### config.mk
export PLATFORM = sky130hd
export DESIGN_NAME = alu_share_arbiter
export DESIGN_NICKNAME = d
export VERILOG_FILES = /design/src/rtl/alu_share_arbiter.sv
export SDC_FILE = /design/constraint.sdc
export NUM_CORES = 1
export LEC_CHECK = 0
export ABC_AREA = 0
export BUFFER_PORTS_ARGS = -buffer_cell sky130_fd_sc_hd__buf_4
export CAP_MARGIN = 20
export CORE_AREA = 2 2 99 101
export CTS_CLUSTER_SIZE = 8
export DETAILED_ROUTE_END_ITERATION = 10
export DIE_AREA = 0 0 101 103
export PLACE_DENSITY = 0.77
export SYNTH_ARGS = -nofsm -noshare
export SYNTH_HDL_FRONTEND = slang
export SYNTH_HIERARCHICAL = 1
export SYNTH_SLANG_ARGS = --single-unit
### constraint.sdc
create_clock -name clk -period 3.9 [get_ports clk]
set_clock_uncertainty 0.05 [all_clocks]
set_input_delay 0.78 -clock clk [delete_from_list [all_inputs] [get_ports clk]]
set_output_delay 0.78 -clock clk [all_outputs]
set_load 0.02 [all_outputs]
### src/rtl/alu_share_arbiter.sv
//==============================================================================
// alu_share_arbiter: round-robin sharing of one 16-bit Hack ALU by two requesters.
// Optional grant counters enabled by macro ALU_ARB_STATS_EN.        Rev 1.0
//==============================================================================
`default_nettype none

module hack_alu #(
  parameter int WIDTH = 16
) (
  input  logic [WIDTH-1:0] x,
  input  logic [WIDTH-1:0] y,
  input  logic             zx,
  input  logic             nx,
  input  logic             zy,
  input  logic             ny,
  input  logic             f,
  input  logic             no,
  output logic [WIDTH-1:0] out,
  output logic             zr,
  output logic             ng
);
  logic [WIDTH-1:0] xa, xb, ya, yb, fo;

  always_comb begin
    xa  = zx ? '0 : x;
    xb  = nx ? ~xa : xa;
    ya  = zy ? '0 : y;
    yb  = ny ? ~ya : ya;
    fo  = f ? (xb + yb) : (xb & yb);
    out = no ? ~fo : fo;
    zr  = (out == '0);
    ng  = out[WIDTH-1];
  end
endmodule

module alu_share_arbiter #(
  parameter int WIDTH   = 16,
  parameter int RR_INIT = 0
) (
  input  logic               clk,
  input  logic               rst_n,
  input  logic [1:0]         req_valid,
  output logic [1:0]         req_ready,
  input  logic [2*WIDTH-1:0] req_x,
  input  logic [2*WIDTH-1:0] req_y,
  input  logic [11:0]        req_ctrl,
  output logic [1:0]         rsp_valid,
  input  logic [1:0]         rsp_ready,
  output logic [WIDTH-1:0]   rsp_out,
  output logic               rsp_zr,
  output logic               rsp_ng
`ifdef ALU_ARB_STATS_EN
  ,
  output logic [15:0]        grant_cnt0,
  output logic [15:0]        grant_cnt1
`endif
);

  typedef enum logic [1:0] {
    IDLE = 2'd0,
    EXEC = 2'd1,
    RESP = 2'd2
  } state_t;

  state_t           state, state_nxt;
  logic [WIDTH-1:0] op_x, op_y;
  logic [5:0]       op_ctrl;
  logic             gnt;
  logic             prio;
  logic             winner;
  logic             accept;
  logic [WIDTH-1:0] alu_out;
  logic             alu_zr, alu_ng;

  always_comb begin
    winner    = (req_valid == 2'b11) ? prio : req_valid[1];
    accept    = 1'b0;
    req_ready = 2'b00;
    state_nxt = state;
    case (state)
      IDLE: begin
        if (|req_valid) begin
          accept    = 1'b1;
          req_ready = winner ? 2'b10 : 2'b01;
          state_nxt = EXEC;
        end
      end
      EXEC: state_nxt = RESP;
      RESP: if (rsp_ready[gnt]) state_nxt = IDLE;
      default: state_nxt = IDLE;
    endcase
  end

  always_ff @(posedge clk or negedge rst_n) begin
    if (!rst_n) begin
      state <= IDLE;
    end else begin
      state <= state_nxt;
    end
  end

  // Operands are latched at accept so requesters may change buses afterwards.
  always_ff @(posedge clk or negedge rst_n) begin
    if (!rst_n) begin
      op_x      <= '0;
      op_y      <= '0;
      op_ctrl   <= '0;
      gnt       <= 1'b0;
      prio      <= (RR_INIT != 0);
      rsp_valid <= 2'b00;
      rsp_out   <= '0;
      rsp_zr    <= 1'b0;
      rsp_ng    <= 1'b0;
    end else begin
      if (accept) begin
        op_x    <= winner ? req_x[2*WIDTH-1:WIDTH] : req_x[WIDTH-1:0];
        op_y    <= winner ? req_y[2*WIDTH-1:WIDTH] : req_y[WIDTH-1:0];
        op_ctrl <= winner ? req_ctrl[11:6] : req_ctrl[5:0];
        gnt     <= winner;
        prio    <= ~winner;
      end
      if (state == EXEC) begin
        rsp_out   <= alu_out;
        rsp_zr    <= alu_zr;
        rsp_ng    <= alu_ng;
        rsp_valid <= gnt ? 2'b10 : 2'b01;
      end else if ((state == RESP) && rsp_ready[gnt]) begin
        rsp_valid <= 2'b00;
      end
    end
  end

  hack_alu #(.WIDTH(WIDTH)) u_alu (
    .x  (op_x),
    .y  (op_y),
    .zx (op_ctrl[5]),
    .nx (op_ctrl[4]),
    .zy (op_ctrl[3]),
    .ny (op_ctrl[2]),
    .f  (op_ctrl[1]),
    .no (op_ctrl[0]),
    .out(alu_out),
    .zr (alu_zr),
    .ng (alu_ng)
  );

`ifdef ALU_ARB_STATS_EN
  logic [15:0] cnt0, cnt1;

  always_ff @(posedge clk or negedge rst_n) begin
    if (!rst_n) begin
      cnt0 <= '0;
      cnt1 <= '0;
    end else if (accept) begin
      if (!winner && (cnt0 != 16'hFFFF)) cnt0 <= cnt0 + 16'd1;
      if (winner && (cnt1 != 16'hFFFF))  cnt1 <= cnt1 + 16'd1;
    end
  end

  assign grant_cnt0 = cnt0;
  assign grant_cnt1 = cnt1;
`endif

endmodule

`default_nettype wire
==> results.toml, run 1 <==
[logic_synthesis]
synth.most_common_cell = "dfrtp_1"
synth_top_area_share = 0.3371
synth_cell_type_count = 59
ys_top_cells_by_area = "dfrtp_1 34%, xnor2_1 9.9%, a221o_1 7.0%"
synth-seq-cells = 62
synth_cells = 459
ys_top_cells_by_count = "62 x dfrtp_1, 52 x xnor2_1, 36 x nand2b_1"
avgSynthCellArea_um2 = 10.03
synth_edf_count = 0
synthArstFlopShare = 1.000
yosys.area.top_type = "dfrtp_1"
yosysSeqAreaShare = 0.3371
syn_nets = 558
syn-cell-area_um2 = 4602
ys.flop_type = "dfrtp_1"
yosysWarnings = 6

[critical_path]
r2r_start = "op_ctrl[3]"
worstPathMaxFanout = 17
reg2regPathDepth = 13
critPathKind = "flip-flop to flip-flop"
startpoint = "op_ctrl[3]"
end_kind = "flip-flop"
crit_arrival_ns = 3.92
cp.required_ns = 4.13
worst_setup_path_start_kind = "flip-flop"
reg2reg_setup_slack_ns = 0.21

[detailed_routing]
drt_iter0_drc = 159
routedWlPerCell_um = 16.53
vias = 3863
drc = 0
drt-pass1-iter-count = 4
wl_um = 11040
drt-vias-per-instance = 5.783
drt.antenna.violating_nets = 0

[outcome]
status = "completed"

[final_layout]
fillers = 817
layout.nets = 648
num_antenna_cells = 0
area_growth_syn_to_layout_pct = 21.83
drive_gt1_frac = 0.2942

[floorplan]
num_rows = 36
initial_core_util = 0.4865
die_height_um = 103
core-area_um2 = 9459
die_w_um = 101
ioPinCount = 104
die_area_um2 = 10400

[clocking]
postCtsHoldBufs = 0
htree_levels = 3
cts_sinks = 62
cts_setup_buffers = 0
clkSlewWorstSetupHoldPaths_ns = 0.07
cts-resized-gates = 0
cts_tree = "built"
insertion_delay_ns = 0.34
cts_buffers = 9
cts_root_buffer = "clkbuf_8"
clockBufferDepth = 2

[sta]
timing.setup.tns_ns = 0
setup_violations = 0
fmax_mhz = 271.1
period_needed_ns = 3.689
slew_headroom = 0.4895
rsz0062_at_grt = "no"
worst_hold_slack_ns = 0.4519
tightestPinTransition_ns = 0.7657
final_max_slew_viol_count = 0
hold_viol_final = 0
fin_crit_sh = 0.9459

[placement]
routabilityCongestion = 0.9691
dpl.hpwl_um = 8339
port_buffers = 103

[hold_path]
hp-class = "input pin to async pin"

[global_routing]
grt_pass1_vias = 3956
antenna_found_initial = 0
grt_use_total = 0.2228
grt_max_degree = 63
grt_pass1_wl_um = 18510
grt_overflow = 0

[flow_run]
drv_cap = 0
[metrics by stage]
step | util | instances | setup slack (ns) | cell area [µm²]
after floorplan | - | 459 | 0.05575 | 4602
after global placement | 0.5669 | 651 | 0.3716 | 5363
after detailed placement | 0.5669 | 651 | 0.2059 | 5363
after CTS | 0.5897 | 667 | 0.1780 | 5578
after global routing | 0.5927 | 668 | 0.04549 | 5607
final | 0.5927 | 668 | 0.2111 | 5607
[layout by cell type (no fill, tap or decap), drive strengths merged, types with 3 or more instances in the layout]
master / netlist / layout
and2: 5 / 5
nand2b: 37 / 37
nand2: 13 / 13
and3: 6 / 6
nand3: 12 / 12
clkinv: 1 / 3
clkbuf: 9 / 12
o211ai: 6 / 6
o21ai: 13 / 13
nand4: 3 / 3
nor2b: 6 / 6
a21boi: 33 / 33
mux2i: 10 / 10
buf: 24 / 112
a211oi: 6 / 6
xnor2: 52 / 52
a221o: 32 / 32
inv: 12 / 12
nor2: 10 / 10
dfrtp: 62 / 62
a31oi: 13 / 13
a21oi: 17 / 17
mux2: 19 / 19
nand3b: 3 / 3
ha: 16 / 16
o2bb2ai: 3 / 3
a21o: 10 / 10
nor4: 3 / 3
[sequential cells by signal (all words and copies together) (netlist names)]
name	cells
rsp_valid	2
gnt	1
op_x	16
op_y	16
prio	1
rsp_ng	1
rsp_out	16
op_ctrl	6
rsp_zr	1
state	2
[final timing paths]
check | endpoint
max | rsp_zr
min | rsp_out[10]
max reg2reg | rsp_zr
min reg2reg | rsp_out[0]
max in group asynchronous | op_ctrl[5]
min in group clk | rsp_out[0]
[cell families after synthesis]
kind of cell             Yosys count  synth area share
flip-flops                        62            0.3371
multiplexers                      29           0.06906
AO/OA/AOI/OAI                    146            0.2515
XOR/XNOR                          52           0.09897
AND/OR/NAND/NOR                  107            0.1381
buffers and inverters             46           0.05737
adder cells (fa/ha/maj)           17           0.04785
[final cells by class]
class | instances | area (µm²) | share of cell area
flip-flops and latches | 62 | 1553 | 0.2769
multi-input cells | 351 | 2786 | 0.4970
repair buffers | 112 | 860.8 | 0.1535
clock buffers | 12 | 145.1 | 0.02589
clock inverters | 4 | 70.07 | 0.01250
inverters | 13 | 48.80 | 0.008703
well taps | 114 | 142.6 | 0.02544
[metal layers]
layer	part of all wire	wire length, µm	up-vias	global-route usage
li1	-	-	1875	-
met1	0.43	4767	1851	0.2843
met2	0.50	5569	117	0.3913
met3	0.044	490	20	0.03322
met4	0.019	214	0	0.06965
met5	0	0	-	0
[critical path, cell delays in order, from the launching register on]
cell and delay, ns:
dfrtp_1 0.49, nand2b_1 0.22, xnor2_1 0.14, ha_1 0.24, fa_1 0.45, a21o_1 0.25
a211oi_2 0.22, a311o_2 0.26, mux2i_1 0.24, a211oi_2 0.06, xnor2_1 0.15, or4_4 0.54
nor4_2 0.15, mux2_2 0.19
Power of run 1 is not shown: default switching activity piles up to over one toggle a cycle in this logic, so the estimate is an artifact.
==> inputs of run 2 (changes only) <==
CORE_AREA = 2 2 98 100   (was 2 2 99 101)
DIE_AREA = 0 0 100 102   (was 0 0 101 103)
SYNTH_HIERARCHICAL = not set   (was 1)
==> results.toml, run 2 <==
[outcome]
status = "completed"

[logic_synthesis]
synth.most_common_cell = "nand2_1"
synth-seq-cells = 61
synth_edf_count = 0
yosysSeqAreaShare = 0.3400
ys.flop_type = "dfrtp_1"
syn_nets = 616
ys_top_cells_by_count = "80 x nand2_1, 61 x dfrtp_1, 45 x o21ai_0"
yosys.area.top_type = "dfrtp_1"
avgSynthCellArea_um2 = 8.683
synth_cell_type_count = 68
synth_cells = 517
synthArstFlopShare = 1.000
syn-cell-area_um2 = 4489
synth_top_area_share = 0.3400
ys_top_cells_by_area = "dfrtp_1 34%, xnor2_1 8.2%, mux2i_1 6.7%"
yosysWarnings = 0

[detailed_routing]
routedWlPerCell_um = 13.65
drt-pass1-iter-count = 5
drt.antenna.violating_nets = 0
drt-vias-per-instance = 5.416
drt_iter0_drc = 237
wl_um = 9749
vias = 3867
drc = 0

[final_layout]
layout.nets = 700
final_common_cell = "buf_4"
drive_gt1_frac = 0.2322
final_cell_mix = "110 x buf_4, 80 x nand2_1, 59 x dfrtp_1"
num_antenna_cells = 0
fillers = 795
area_growth_syn_to_layout_pct = 22.83
top_regs = "op_x x16, op_y x16, rsp_out x16"

[clocking]
clkSlewWorstSetupHoldPaths_ns = 0.06
cts-resized-gates = 0
postCtsHoldBufs = 0
cts_tree = "built"
cts_setup_buffers = 0
cts_root_buffer = "clkbuf_8"
clockBufferDepth = 2
htree_levels = 3
cts_sinks = 61
insertion_delay_ns = 0.34
cts_buffers = 9

[sta]
timing.setup.tns_ns = 0
period_needed_ns = 3.597
tightestPinTransition_ns = 0.9435
slew_headroom = 0.3710
fin_crit_sh = 0.9224
fmax_mhz = 278.0
setup_violations = 0
hold_viol_final = 0
final_max_slew_viol_count = 0
rsz0062_at_grt = "no"

[global_routing]
grt_pass1_wl_um = 16620
grt_use_total = 0.2007
grt_pass1_vias = 3674
grt_max_degree = 65
grt_overflow = 0
antenna_found_initial = 0

[floorplan]
initial_core_util = 0.4929
die_w_um = 100
ioPinCount = 104
core-area_um2 = 9109
die_height_um = 102
die_area_um2 = 10200
num_rows = 35

[critical_path]
crit_arrival_ns = 3.82
crit_slowest_cell = "or4b_1"
worstPathMaxFanout = 17
critPathKind = "flip-flop to flip-flop"
reg2regPathDepth = 12
worstPathCellList = "nand2b_1, xnor2_1, ha_1, fa_1, a21oi_4, o211a_2, o221ai_2, nor3_1, mux2i_1, or4b_1, nor4bb_1, a32o_2"
cp.required_ns = 4.12
end_kind = "flip-flop"
critical_path.max_stage_delay_ns = 0.52
worst_setup_path_start_kind = "flip-flop"

[placement]
routabilityCongestion = 0.8328
dpl.hpwl_um = 7603
port_buffers = 103

[flow_run]
drv_cap = 0

[hold_path]
worstHoldPathCells = 2
hp-class = "flip-flop to flip-flop"
-- run 2: kinds of logic after synthesis --
family,synth area share
XOR/XNOR,0.09560
buffers and inverters,0.04459
AND/OR/NAND/NOR,0.2213
flip-flops,0.3400
multiplexers,0.06940
AO/OA/AOI/OAI,0.1800
adder cells (fa/ha/maj),0.04905
-- run 2: final cells by class --
type                            instances  area [µm²]  area share
Clock inverter                          2       35.03    0.006354
Clock buffer                           11       151.4     0.02746
Tap cell                              111       138.9     0.02519
Timing Repair Buffer                  110       825.8      0.1498
Multi-Input combinational cell        408        2793      0.5065
Sequential cell                        61        1529      0.2773
Inverter                               11       41.29    0.007488
-- run 2: per-stage QoR --
| stage | std cells | util | cell area (µm²) | hold WS, ns | worst slack (ns) |
|---|---|---|---|---|---|
| floorplan | 517 | - | 4489 | 0.3898 | 0.2704 |
| global placement | 700 | 0.5830 | 5310 | 0.4123 | 0.3195 |
| detailed placement | 700 | 0.5830 | 5310 | 0.4116 | 0.1978 |
| CTS | 713 | 0.6034 | 5497 | 0.4249 | 0.1790 |
| global route | 714 | 0.6054 | 5514 | 0.4471 | 0.02467 |
| finish | 714 | 0.6054 | 5514 | 0.4198 | 0.3027 |
-- run 2: worst paths after layout --
check	startpoint	end	slack, ns
setup reg to reg	op_ctrl[3]	rsp_zr	0.30
hold / removal	op_x[15]	op_x[15]	0.42
hold reg to reg	op_x[15]	op_x[15]	0.42
max in group asynchronous	rst_n	op_ctrl[5]	2.82
setup / recovery	op_ctrl[3]	rsp_zr	0.30
min in group asynchronous	rst_n	state[1]	0.44
-- run 2: worst max-delay path: cells and delay by family, from the launching register on --
family | cells | cell delay (ns)
AOI/OAI and AO/OA | 4 | 0.82
DFF | 1 | 0.49
muxes | 1 | 0.10
and+or+nand+nor | 4 | 1.20
xor gates and xnor gates | 1 | 0.13
adders and majority gates | 2 | 0.74
-- run 2: routing by layer --
| metal | vias to the layer above | part of all wire | track usage |
|---|---|---|---|
| li1 | 1985 | - | - |
| met1 | 1757 | 0.48 | 0.2721 |
| met2 | 113 | 0.46 | 0.3311 |
| met3 | 12 | 0.049 | 0.03557 |
| met4 | 0 | 0.012 | 0.06112 |
| met5 | - | 0 | 0 |
Power of run 2 is left out for the same reason.
